**src/rtl/leaf_stream_bridge_if.sv**
```systemverilog
// Stream handshake bundle between leaf_interface, leaf_stream_bridge and the HLS kernel.
// Buses are flattened with port 0 in the LSBs.
interface leaf_stream_bridge_if #(
   parameter int NUM_IN_PORTS  = 1,
   parameter int NUM_OUT_PORTS = 1,
   parameter int PAYLOAD_BITS  = 32
);
   logic [PAYLOAD_BITS*NUM_IN_PORTS-1:0]  din_iface;
   logic [NUM_IN_PORTS-1:0]               vld_iface;
   logic [NUM_IN_PORTS-1:0]               ack_to_iface;
   logic [PAYLOAD_BITS*NUM_IN_PORTS-1:0]  dout_user;
   logic [NUM_IN_PORTS-1:0]               vld_to_user;
   logic [NUM_IN_PORTS-1:0]               ack_from_user;
   logic [PAYLOAD_BITS*NUM_OUT_PORTS-1:0] din_user;
   logic [NUM_OUT_PORTS-1:0]              vld_from_user;
   logic [NUM_OUT_PORTS-1:0]              ack_to_user;
   logic [PAYLOAD_BITS*NUM_OUT_PORTS-1:0] dout_iface;
   logic [NUM_OUT_PORTS-1:0]              vld_to_iface;
   logic [NUM_OUT_PORTS-1:0]              ack_from_iface;

   modport slave (
      input  din_iface, vld_iface, ack_from_user, din_user, vld_from_user, ack_from_iface,
      output ack_to_iface, dout_user, vld_to_user, ack_to_user, dout_iface, vld_to_iface
   );

   modport master (
      output din_iface, vld_iface, ack_from_user, din_user, vld_from_user, ack_from_iface,
      input  ack_to_iface, dout_user, vld_to_user, ack_to_user, dout_iface, vld_to_iface
   );
endinterface

```
**src/rtl/leaf_stream_bridge.sv**
```systemverilog
// Per-port FIFO decoupling between leaf_interface and an HLS kernel, with an
// ap_start run FSM and debug word/run counters.
module leaf_stream_bridge_fifo #(
   parameter int WIDTH = 32,
   parameter int DEPTH = 4
) (
   input  logic             clk,
   input  logic             reset,
   input  logic             flush,
   input  logic [WIDTH-1:0] wr_data,
   input  logic             wr_vld,
   output logic             wr_ack,
   output logic [WIDTH-1:0] rd_data,
   output logic             rd_vld,
   input  logic             rd_ack,
   output logic             pop
);
   localparam int AW = $clog2(DEPTH);
   localparam logic [AW:0] PTR_ONE = (AW+1)'(1);

   logic [AW:0]      wr_ptr_q, wr_ptr_d, rd_ptr_q, rd_ptr_d;
   logic [AW:0]      used_s;
   logic [WIDTH-1:0] mem_q [DEPTH];
   logic [WIDTH-1:0] head_q, head_d;
   logic             vld_q, vld_d, ack_q, ack_d;
   logic             push_s, pop_s;

   assign push_s  = wr_vld & ack_q & ~flush;
   assign pop_s   = vld_q & rd_ack & ~flush;
   assign used_s  = wr_ptr_q - rd_ptr_q;
   assign wr_ack  = ack_q & ~flush;
   assign rd_vld  = vld_q & ~flush;
   assign rd_data = head_q;
   assign pop     = pop_s;

   // Head and valid only count words stored before this edge: one cycle of fall-through.
   always_comb begin
      wr_ptr_d = wr_ptr_q;
      rd_ptr_d = rd_ptr_q;
      vld_d    = vld_q;
      ack_d    = ack_q;
      head_d   = head_q;
      if (flush) begin
         wr_ptr_d = '0;
         rd_ptr_d = '0;
         vld_d    = 1'b0;
         ack_d    = 1'b1;
         head_d   = '0;
      end else begin
         if (push_s) wr_ptr_d = wr_ptr_q + PTR_ONE;
         else        wr_ptr_d = wr_ptr_q;
         if (pop_s)  rd_ptr_d = rd_ptr_q + PTR_ONE;
         else        rd_ptr_d = rd_ptr_q;
         vld_d  = used_s > {{AW{1'b0}}, pop_s};
         head_d = mem_q[rd_ptr_d[AW-1:0]];
         ack_d  = !((wr_ptr_d[AW-1:0] == rd_ptr_d[AW-1:0]) && (wr_ptr_d[AW] != rd_ptr_d[AW]));
      end
   end

   always_ff @(posedge clk or negedge reset) begin
      if (!reset) begin
         wr_ptr_q <= '0;
         rd_ptr_q <= '0;
         vld_q    <= 1'b0;
         ack_q    <= 1'b0;
         head_q   <= '0;
      end else begin
         wr_ptr_q <= wr_ptr_d;
         rd_ptr_q <= rd_ptr_d;
         vld_q    <= vld_d;
         ack_q    <= ack_d;
         head_q   <= head_d;
      end
   end

   always_ff @(posedge clk) begin
      if (push_s) mem_q[wr_ptr_q[AW-1:0]] <= wr_data;
   end
endmodule

module leaf_stream_bridge #(
   parameter int NUM_IN_PORTS  = 1,
   parameter int NUM_OUT_PORTS = 1,
   parameter int PAYLOAD_BITS  = 32,
   parameter int FIFO_DEPTH    = 4,
   parameter int AUTO_RESTART  = 0,
   parameter int CNT_BITS      = 16
) (
   input  logic                              clk,
   input  logic                              reset,
   input  logic                              flush,
   leaf_stream_bridge_if.slave               bus,
   input  logic                              start_req,
   output logic                              ap_start,
   input  logic                              ap_done,
   output logic                              busy,
   output logic [CNT_BITS*NUM_IN_PORTS-1:0]  in_count,
   output logic [CNT_BITS*NUM_OUT_PORTS-1:0] out_count,
   output logic [CNT_BITS-1:0]               run_count
);
   localparam int PB = PAYLOAD_BITS;
   localparam logic [CNT_BITS-1:0] CNT_ONE = CNT_BITS'(1);

   typedef enum logic {ST_IDLE = 1'b0, ST_RUN = 1'b1} state_t;

   logic [NUM_IN_PORTS-1:0]                in_pop_s;
   logic [NUM_OUT_PORTS-1:0]               out_pop_s;
   logic [NUM_IN_PORTS-1:0][CNT_BITS-1:0]  in_cnt_q, in_cnt_d;
   logic [NUM_OUT_PORTS-1:0][CNT_BITS-1:0] out_cnt_q, out_cnt_d;
   logic [CNT_BITS-1:0]                    run_cnt_q, run_cnt_d;
   state_t                                 state_q, state_d;
   logic                                   busy_q, busy_d;

   for (genvar g = 0; g < NUM_IN_PORTS; g++) begin : g_in
      leaf_stream_bridge_fifo #(.WIDTH(PB), .DEPTH(FIFO_DEPTH)) u_fifo (
         .clk     (clk),
         .reset   (reset),
         .flush   (flush),
         .wr_data (bus.din_iface[g*PB +: PB]),
         .wr_vld  (bus.vld_iface[g]),
         .wr_ack  (bus.ack_to_iface[g]),
         .rd_data (bus.dout_user[g*PB +: PB]),
         .rd_vld  (bus.vld_to_user[g]),
         .rd_ack  (bus.ack_from_user[g]),
         .pop     (in_pop_s[g])
      );
   end

   for (genvar g = 0; g < NUM_OUT_PORTS; g++) begin : g_out
      leaf_stream_bridge_fifo #(.WIDTH(PB), .DEPTH(FIFO_DEPTH)) u_fifo (
         .clk     (clk),
         .reset   (reset),
         .flush   (flush),
         .wr_data (bus.din_user[g*PB +: PB]),
         .wr_vld  (bus.vld_from_user[g]),
         .wr_ack  (bus.ack_to_user[g]),
         .rd_data (bus.dout_iface[g*PB +: PB]),
         .rd_vld  (bus.vld_to_iface[g]),
         .rd_ack  (bus.ack_from_iface[g]),
         .pop     (out_pop_s[g])
      );
   end

   always_comb begin
      in_cnt_d  = in_cnt_q;
      out_cnt_d = out_cnt_q;
      for (int k = 0; k < NUM_IN_PORTS; k++) begin
         if (flush)            in_cnt_d[k] = '0;
         else if (in_pop_s[k]) in_cnt_d[k] = in_cnt_q[k] + CNT_ONE;
         else                  in_cnt_d[k] = in_cnt_q[k];
      end
      for (int k = 0; k < NUM_OUT_PORTS; k++) begin
         if (flush)             out_cnt_d[k] = '0;
         else if (out_pop_s[k]) out_cnt_d[k] = out_cnt_q[k] + CNT_ONE;
         else                   out_cnt_d[k] = out_cnt_q[k];
      end
   end

   always_ff @(posedge clk or negedge reset) begin
      if (!reset) begin
         in_cnt_q  <= '0;
         out_cnt_q <= '0;
      end else begin
         in_cnt_q  <= in_cnt_d;
         out_cnt_q <= out_cnt_d;
      end
   end

   // Flush clears the run counter but never moves the run state.
   always_comb begin
      state_d   = state_q;
      run_cnt_d = run_cnt_q;
      case (state_q)
         ST_IDLE: begin
            if (start_req) state_d = ST_RUN;
            else           state_d = ST_IDLE;
         end
         ST_RUN: begin
            if (ap_done) begin
               run_cnt_d = run_cnt_q + CNT_ONE;
               if ((AUTO_RESTART != 0) && start_req) state_d = ST_RUN;
               else                                  state_d = ST_IDLE;
            end else begin
               state_d = ST_RUN;
            end
         end
         default: state_d = ST_IDLE;
      endcase
      if (flush) run_cnt_d = '0;
      else       run_cnt_d = run_cnt_d;
      busy_d = (state_d == ST_RUN);
   end

   always_ff @(posedge clk or negedge reset) begin
      if (!reset) begin
         state_q   <= ST_IDLE;
         busy_q    <= 1'b0;
         run_cnt_q <= '0;
      end else begin
         state_q   <= state_d;
         busy_q    <= busy_d;
         run_cnt_q <= run_cnt_d;
      end
   end

   assign ap_start  = busy_q;
   assign busy      = busy_q;
   assign in_count  = in_cnt_q;
   assign out_count = out_cnt_q;
   assign run_count = run_cnt_q;
endmodule

```
**src/flat_wrapper.sv**
```systemverilog
// flat-port wrapper written by rule: the top's interface ports become plain ports
module leaf_stream_bridge_flat 
#(
   parameter int NUM_IN_PORTS  = 1,
   parameter int NUM_OUT_PORTS = 1,
   parameter int PAYLOAD_BITS  = 32,
   parameter int FIFO_DEPTH    = 4,
   parameter int AUTO_RESTART  = 0,
   parameter int CNT_BITS      = 16
)
  (clk, reset, flush, start_req, ap_start, ap_done, busy, in_count, out_count, run_count, bus_din_iface, bus_vld_iface, bus_ack_from_user, bus_din_user, bus_vld_from_user, bus_ack_from_iface, bus_ack_to_iface, bus_dout_user, bus_vld_to_user, bus_ack_to_user, bus_dout_iface, bus_vld_to_iface);
  leaf_stream_bridge_if #(.NUM_IN_PORTS(NUM_IN_PORTS), .NUM_OUT_PORTS(NUM_OUT_PORTS), .PAYLOAD_BITS(PAYLOAD_BITS)) bus_i ();
  input  logic clk;
  input  logic reset;
  input  logic flush;
  input  logic start_req;
  output logic ap_start;
  input  logic ap_done;
  output logic busy;
  output logic [CNT_BITS*NUM_IN_PORTS-1:0] in_count;
  output logic [CNT_BITS*NUM_OUT_PORTS-1:0] out_count;
  output logic [CNT_BITS-1:0] run_count;
  input wire logic [$bits(bus_i.din_iface)-1:0] bus_din_iface;
  input wire logic [$bits(bus_i.vld_iface)-1:0] bus_vld_iface;
  input wire logic [$bits(bus_i.ack_from_user)-1:0] bus_ack_from_user;
  input wire logic [$bits(bus_i.din_user)-1:0] bus_din_user;
  input wire logic [$bits(bus_i.vld_from_user)-1:0] bus_vld_from_user;
  input wire logic [$bits(bus_i.ack_from_iface)-1:0] bus_ack_from_iface;
  output wire logic [$bits(bus_i.ack_to_iface)-1:0] bus_ack_to_iface;
  output wire logic [$bits(bus_i.dout_user)-1:0] bus_dout_user;
  output wire logic [$bits(bus_i.vld_to_user)-1:0] bus_vld_to_user;
  output wire logic [$bits(bus_i.ack_to_user)-1:0] bus_ack_to_user;
  output wire logic [$bits(bus_i.dout_iface)-1:0] bus_dout_iface;
  output wire logic [$bits(bus_i.vld_to_iface)-1:0] bus_vld_to_iface;
  assign bus_i.din_iface = bus_din_iface;
  assign bus_i.vld_iface = bus_vld_iface;
  assign bus_i.ack_from_user = bus_ack_from_user;
  assign bus_i.din_user = bus_din_user;
  assign bus_i.vld_from_user = bus_vld_from_user;
  assign bus_i.ack_from_iface = bus_ack_from_iface;
  assign bus_ack_to_iface = bus_i.ack_to_iface;
  assign bus_dout_user = bus_i.dout_user;
  assign bus_vld_to_user = bus_i.vld_to_user;
  assign bus_ack_to_user = bus_i.ack_to_user;
  assign bus_dout_iface = bus_i.dout_iface;
  assign bus_vld_to_iface = bus_i.vld_to_iface;
  leaf_stream_bridge #(.NUM_IN_PORTS(NUM_IN_PORTS), .NUM_OUT_PORTS(NUM_OUT_PORTS), .PAYLOAD_BITS(PAYLOAD_BITS), .FIFO_DEPTH(FIFO_DEPTH), .AUTO_RESTART(AUTO_RESTART), .CNT_BITS(CNT_BITS)) u_core (.clk(clk), .reset(reset), .flush(flush), .bus(bus_i), .start_req(start_req), .ap_start(ap_start), .ap_done(ap_done), .busy(busy), .in_count(in_count), .out_count(out_count), .run_count(run_count));
endmodule
```
**config.mk**
```make
export PLATFORM = sky130hd
export DESIGN_NAME = leaf_stream_bridge_flat
export DESIGN_NICKNAME = d
export VERILOG_FILES = /design/src/rtl/leaf_stream_bridge_if.sv /design/src/rtl/leaf_stream_bridge.sv /design/src/flat_wrapper.sv
export SDC_FILE = /design/constraint.sdc
export NUM_CORES = 1
export LEC_CHECK = 0
export BUFFER_PORTS_ARGS = -buffer_cell sky130_fd_sc_hd__buf_2
export CORE_ASPECT_RATIO = 1.4
export CORE_MARGIN = 2
export CORE_UTILIZATION = 50
export DETAILED_ROUTE_END_ITERATION = 10
export HOLD_SLACK_MARGIN = 0.03
export PLACE_DENSITY = 0.82
export SYNTH_ARGS = -nofsm -noshare
export SYNTH_HDL_FRONTEND = slang
export SYNTH_SLANG_ARGS = --single-unit
```
**constraint.sdc**
```tcl
create_clock -name clk -period 5.9 [get_ports clk]
set_input_delay 0 -clock clk [delete_from_list [all_inputs] [get_ports clk]]
set_output_delay 0 -clock clk [all_outputs]
set_load 0.005 [all_outputs]
```
# [Word level (Yosys, flattened, before mapping)]
# Memory sizes are Yosys's and may differ from the RTL's.
# Cells that the tools add are included.
[op_classes] n_addsub=9 n_lt_le_gt_ge=2 n_eq_ne=4 muxes=32 bitwise_logic=14 n_reduce_logical=9
[op_table] cell="16-bit two-way mux" count=7
[op_table] cell="32-bit two-way mux" count=2
[op_table] cell="16-bit by 1-bit adder with 16-bit output, second input constant" count=3
[op_table] cell="3-bit two-way mux" count=12
[op_table] cell="3-bit by 1-bit adder with 3-bit output, second input constant" count=4
[op_table] cell="1-bit AND" count=12
[op_table] cell="1-bit two-way mux" count=10
[op_table] cell="2-bit nonzero test" count=4
[op_table] cell="3-bit by 1-bit greater-than comparator with 1-bit output" count=2
[op_table] cell="3-bit subtractor" count=2
[op_table] cell="2-bit equality test" count=2
[op_table] cell="1-bit logical AND" count=2
[op_table] cell="1-bit logical NOT" count=2
[op_table] cell="1-bit != test" count=2
[op_table] cell="1-bit inverter" count=2
[op_table] cell="1-bit one-hot mux with 2 select lines" count=1
[op_table] cell="2-bit AND reduction" count=1
[totals] register_bits=129 ramBits=256 elab_cells=86 memories=2
[memory_table] memory="u_core.g_in[0].u_fifo.mem_q" words=4 width=32 rd=1 rd_ports_with_merged_regs=0 wr=1 line="leaf_stream_bridge.sv:23" text="logic [WIDTH-1:0] mem_q [DEPTH];"
[memory_table] memory="u_core.g_out[0].u_fifo.mem_q" words=4 width=32 rd=1 rd_ports_with_merged_regs=0 wr=1 line="leaf_stream_bridge.sv:23"

# [Longest topological paths before layout]
[depth] ltp_word=8 ltp_mapped=6 ltp_nobuf=6

# [Modules after synthesis]
# From an unflattened synthesis, not the netlist that was laid out.
[hier_totals] hier_cells=899 area_unflattened_um2=14739.1
[modules_own_cells] mod="leaf_stream_bridge_fifo" n_inst=2 cells_per_inst=327 area_per_inst_um2=6168.4 seq_area_each_um2=4844.6
[modules_own_cells] mod="leaf_stream_bridge" n_inst=1 cells_per_inst=245 area_per_inst_um2=2402.3 seq_area_each_um2=1226.2

# [Worst setup path after synthesis]
# OpenSTA, ideal clock, no wires.
[synth_path] kind="reg2reg" from="reg u_core.g_out[0].u_fifo.ack_q" to="mem u_core.g_out[0].u_fifo.mem_q[3][0], enable pin" arrival_time_ns=1.571 required_time_ns=5.506 path_slack_ns=3.936 path_stages_with_launch=4 path_buffers=1 cell_sequence="dfrtp_1 -> and3b_1 -> clkbuf_1 -> and2_1"
[synth_via] elab_chain_cells=4
[synth_rtl] element="from (decl)" line="leaf_stream_bridge.sv:25" text="logic vld_q, vld_d, ack_q, ack_d;"
[synth_rtl] element="from (signal assigned)" line="leaf_stream_bridge.sv:71" text="ack_q <= ack_d;"
[synth_rtl] element="1-bit AND (2 in series)" line="leaf_stream_bridge.sv:28" text="assign push_s = wr_vld & ack_q & ~flush;"
[synth_rtl] element="1-bit two-way mux" line="leaf_stream_bridge.sv:77" text="if (push_s) mem_q[wr_ptr_q[AW-1:0]] <= wr_data;"
[synth_rtl] element="1-bit two-way mux (not written as such)" line="leaf_stream_bridge.sv:77"
[synth_rtl] element="to (decl)" line="leaf_stream_bridge.sv:23"
# No other way between the ends.

# [Final worst setup path]
[layout_path] from="reg u_core.g_in[0].u_fifo.vld_q" to="reg u_core.g_in[0].u_fifo.head_q[24]"
[layout_via] elab_chain_cells=6
[layout_rtl] element="from (decl)" line="leaf_stream_bridge.sv:25"
[layout_rtl] element="from (signal assigned)" line="leaf_stream_bridge.sv:70" text="vld_q <= vld_d;"
[layout_rtl] element="1-bit AND (2 in series)" line="leaf_stream_bridge.sv:29" text="assign pop_s = vld_q & rd_ack & ~flush;"
[layout_rtl] element="3-bit two-way mux" line="leaf_stream_bridge.sv:52" text="if (pop_s) rd_ptr_d = rd_ptr_q + PTR_ONE;"
[layout_rtl] element="3-bit two-way mux" line="leaf_stream_bridge.sv:43" text="if (flush) begin"
[layout_rtl] element="memory read 4 x 32 bit"
[layout_rtl] element="32-bit two-way mux" line="leaf_stream_bridge.sv:43"
[layout_rtl] element="via u_core.g_in[0].u_fifo.head_d[24]" line="leaf_stream_bridge.sv:24" text="logic [WIDTH-1:0] head_q, head_d;"
[layout_rtl] element="to (signal assigned)" line="leaf_stream_bridge.sv:66" text="head_q <= '0;"
[layout_rtl] element="to (signal assigned)" line="leaf_stream_bridge.sv:72" text="head_q <= head_d;"
[layout_rtl] element="to (decl)" line="leaf_stream_bridge.sv:24"
# The timed path passes the listed nets, and every way through them passes these cells. The select of a mux whose other input is x is not followed.
# A chain may end at the register's enable or synchronous reset.

==> results_dict.tcl <==
set metrics [dict create \
    pre_cts_ws_ns 2.86 \
    overflow 0 \
    finalSetupViolations 0 \
    dp_hpwl_mm 16.8 \
    final_max_slew_viol_count 0 \
    setup.worst_path.start "u_core.g_in[0].u_fifo.vld_q" \
    cts_buffers 38 \
    rsz0062_at_grt "false" \
    root_buffer "clkbuf_16" \
    grt_max_degree 75 \
    ys_ff_latch 385 \
    grt_usage_pct 19.7 \
    syn_to_final_growth_pct 22.9 \
    drive_above_1_share_pct 26.2 \
    synthCells 865 \
    syn_nets 957 \
    yosys_warnings 0 \
    cp-start-kind "flop" \
    gp_congestion 0.786 \
    reg2reg_slack_ns 2.82 \
    cts_tree "done" \
    grt_pass1_vias 8839 \
    switchingPower_mw 1.23 \
    rr_endpoint "u_core.g_in[0].u_fifo.rd_data[24]" \
    power.density_nw_per_um2 324 \
    wirelength_mm 30.4 \
    initial_core_util_pct 50.7 \
    post-place-cells 1404 \
    syn_avg_cell_area_sq_um 17.0 \
    critPathArrivalTime_ns 3.43 \
    drtPass1Iterations 5 \
    drt_iter0_markers 432 \
    pwr-share-comb_pct 6.4 \
    nNetsFinal 1229 \
    run_status "finished clean" \
    antenna_found_initial 1 \
    timing.critical_path.to "u_core.g_in[0].u_fifo.rd_data[24]" \
    stdcell_count 1546 \
    internal_power_mw 4.64 \
    p_clk_share_pct 42.4 \
    fillers 2042 \
    fp.dieArea_sq_um 30900 \
    vias 8385 \
    hold_slack_ns 0.00558 \
    fin_ws_ns 2.82 \
    end_kind "flop" \
    reg2regPathDepth 5 \
    max-vdd-ir-drop_mv 0.294 \
    worstSetupPathType "flop to flop" \
    pin_count 191 \
    hold_path_class "input port to asynchronous set/reset pin" \
    cts.clk_slew.worst_paths_ns 0.06 \
    clk_path_buf_depth 3 \
    ys_types 44 \
    fin_tns_setup_ns 0 \
    fin_crit_ns 3.08 \
    sequentialPowerShare_pct 51.1 \
    route.detailed.drc 0 \
    p_leak_nw 7.51 \
    drv_cap 0 \
    utilization_pct 62.3 \
    finalInstanceArea_sq_um 18100 \
    num_rows 74 \
    synth_area_leader_cell "edfxtp_1" \
    ctsResizeCount 0 \
    crit-reg2reg-launch "u_core.g_in[0].u_fifo.vld_q" \
    required_ns 6.25 \
    synth-edff-count 256 \
    finalClockSkew_ns 0.0145 \
    synthFlopType "edfxtp_1" \
    max_stage_delay_ns 1.01 \
    wl_per_cell_um 19.7 \
    final_hold_viol_count 0 \
    clock.fmax_ghz 0.324 \
    clk_latency_ns 0.52 \
    worstPathMaxFanout 39 \
    critical_path.cell_chain "nand3b_1, xor2_4, buf_4, mux2i_1, o22ai_1" \
    synthTopCellsByArea "edfxtp_1 (52%), dfrtp_1 (22%), mux4_2 (4.9%)" \
    dpl_cell_area_sq_um 16100 \
    core_area_sq_um 29100 \
    synthArstFlopShare_pct 33.5 \
    cts_max_level 2 \
    total_power_mw 5.87 \
    yosys.area.top_type_share_pct 52.2 \
    tightest_slew_ns 1.21 \
    die_h_um 207 \
    period_share_pct 52.3 \
    die_w_um 149 \
    drtAntennaViolNets 0 \
    crit_path_top_delay_cell "xor2_4" \
    io_buffers 190 \
    p_sw_share_pct 20.9 \
    slew_headroom_pct 19.2 \
    synth_seq_area_share_pct 74.1 \
    syn-cell-area_sq_um 14700 \
    grt_pass1_wl_mm 47.3 \
    viasPerCell 5.42 \
    cts.sinks 385 \
]
how the worst min path moves through the flow:
stage,start,to,slack (ns),cells after the start
after floorplan,reset,u_core.g_in[0].u_fifo.ack_q,-0.30,0
after global placement,reset,u_core.g_in[0].u_fifo.rd_data[7],0.03,1
after detailed placement,reset,u_core.g_in[0].u_fifo.rd_data[7],0.03,1
after CTS,reset,u_core.g_out[0].u_fifo.rd_data[31],0.04,2
after global routing,reset,u_core.g_in[0].u_fifo.rd_data[23],0.08,2
final,reset,u_core.g_in[0].u_fifo.rd_data[7],0.006,2
critical path, delay by kind of cell, from the launching register on:
| family | cells | cell delay [ns] |
|---|---|---|
| flip-flops | 1 | 0.45 |
| AND/OR/NAND/NOR | 1 | 0.25 |
| AO/OA/AOI/OAI | 1 | 0.14 |
| multiplexers | 1 | 0.33 |
| XOR/XNOR | 1 | 1.01 |
| buffers and inverters | 1 | 0.70 |
power groups by stage:
stage	clock network [mW]	registers, mW	logic [mW]
after floorplan	0	3.05	0.187
after global placement	0	3.05	0.325
after detailed placement	0	3.05	0.338
after CTS	2.53	3.00	0.381
after global routing	2.63	3.01	0.414
final	2.49	3.00	0.378
cell usage after synthesis, drive strengths merged (2+ instances only):
cell type	n
o22ai	32
or4	4
and2	8
xnor2	26
mux4	32
dfrtp	129
nor4	5
nand4	14
xnor3	2
nor2b	37
fa	2
and3b	3
nor3	7
nand2	24
buf	17
or3	11
and4	3
xor2	25
nand3	16
edfxtp	256
clkbuf	20
mux2i	69
ha	17
o41ai	2
o21ai	11
and3	4
nor2	49
inv	15
a21oi	16
or4b	2
routing by layer:
layer / vias up / part of all wire [%] / GRT usage, %
met4: 0 / 3.3 / 7.85
met1: 4268 / 38 / 23.2
met5: - / 0 / 0
met2: 270 / 54 / 35.7
met3: 61 / 4.8 / 3.15
li1: 3786 / - / -
cell type report:
cell class                      count  area, sq um  area share (%)
Sequential cell                   385        10900            60.3
Multi-Input combinational cell    428         3620            20.0
Timing Repair Buffer              269         1740            9.59
Clock buffer                       45         1010            5.57
Tap cell                          380          475            2.63
Clock inverter                     23          288            1.59
Inverter                           15         56.3           0.311
Antenna cell                        1         2.50          0.0138
sequential cells by signal (all words and copies together), names as in the netlist, 3 cells and up:
name,count
u_core.g_in.u_fifo.mem_q,128
u_core.g_out.u_fifo.mem_q,128
u_core.g_in.u_fifo.rd_data,32
u_core.g_out.u_fifo.rd_data,32
u_core.in_count,16
u_core.out_count,16
u_core.run_count,16
u_core.g_in.u_fifo.rd_ptr_q,3
u_core.g_in.u_fifo.wr_ptr_q,3
u_core.g_out.u_fifo.rd_ptr_q,3
u_core.g_out.u_fifo.wr_ptr_q,3
what timing repair did:
action / in CTS / in global routing
buffers inserted: 0 / 0
hold buffers: 73 / 0
hold endpoints to repair: 349 / 0
cells in the final DEF (no fill, tap or decap), types with 16 or more instances in the layout:
master / instances
dfrtp_1: 129
nand3_1: 16
buf_2: 188
clkbuf_16: 39
nor2_1: 49
mux4_2: 32
dlygate4sd3_1: 73
edfxtp_1: 256
mux2i_1: 69
o22ai_1: 32
xnor2_1: 25
xor2_1: 24
nand2_1: 24
nor2b_1: 37
a21oi_1: 16
ha_1: 17
logic make-up (layout without fill, tap and decap cells):
family | Yosys count | count (layout) | synth area share, %
flip-flops | 385 | 385 | 74.1
buffers and inverters | 52 | 352 | 1.52
AO/OA/AOI/OAI | 63 | 63 | 2.51
XOR/XNOR | 53 | 53 | 3.46
other | 0 | 1 | 0
adder cells (fa/ha/maj) | 19 | 19 | 1.72
multiplexers | 102 | 102 | 9.66
AND/OR/NAND/NOR | 191 | 191 | 7.05
(Power assumes the default switching activity.)
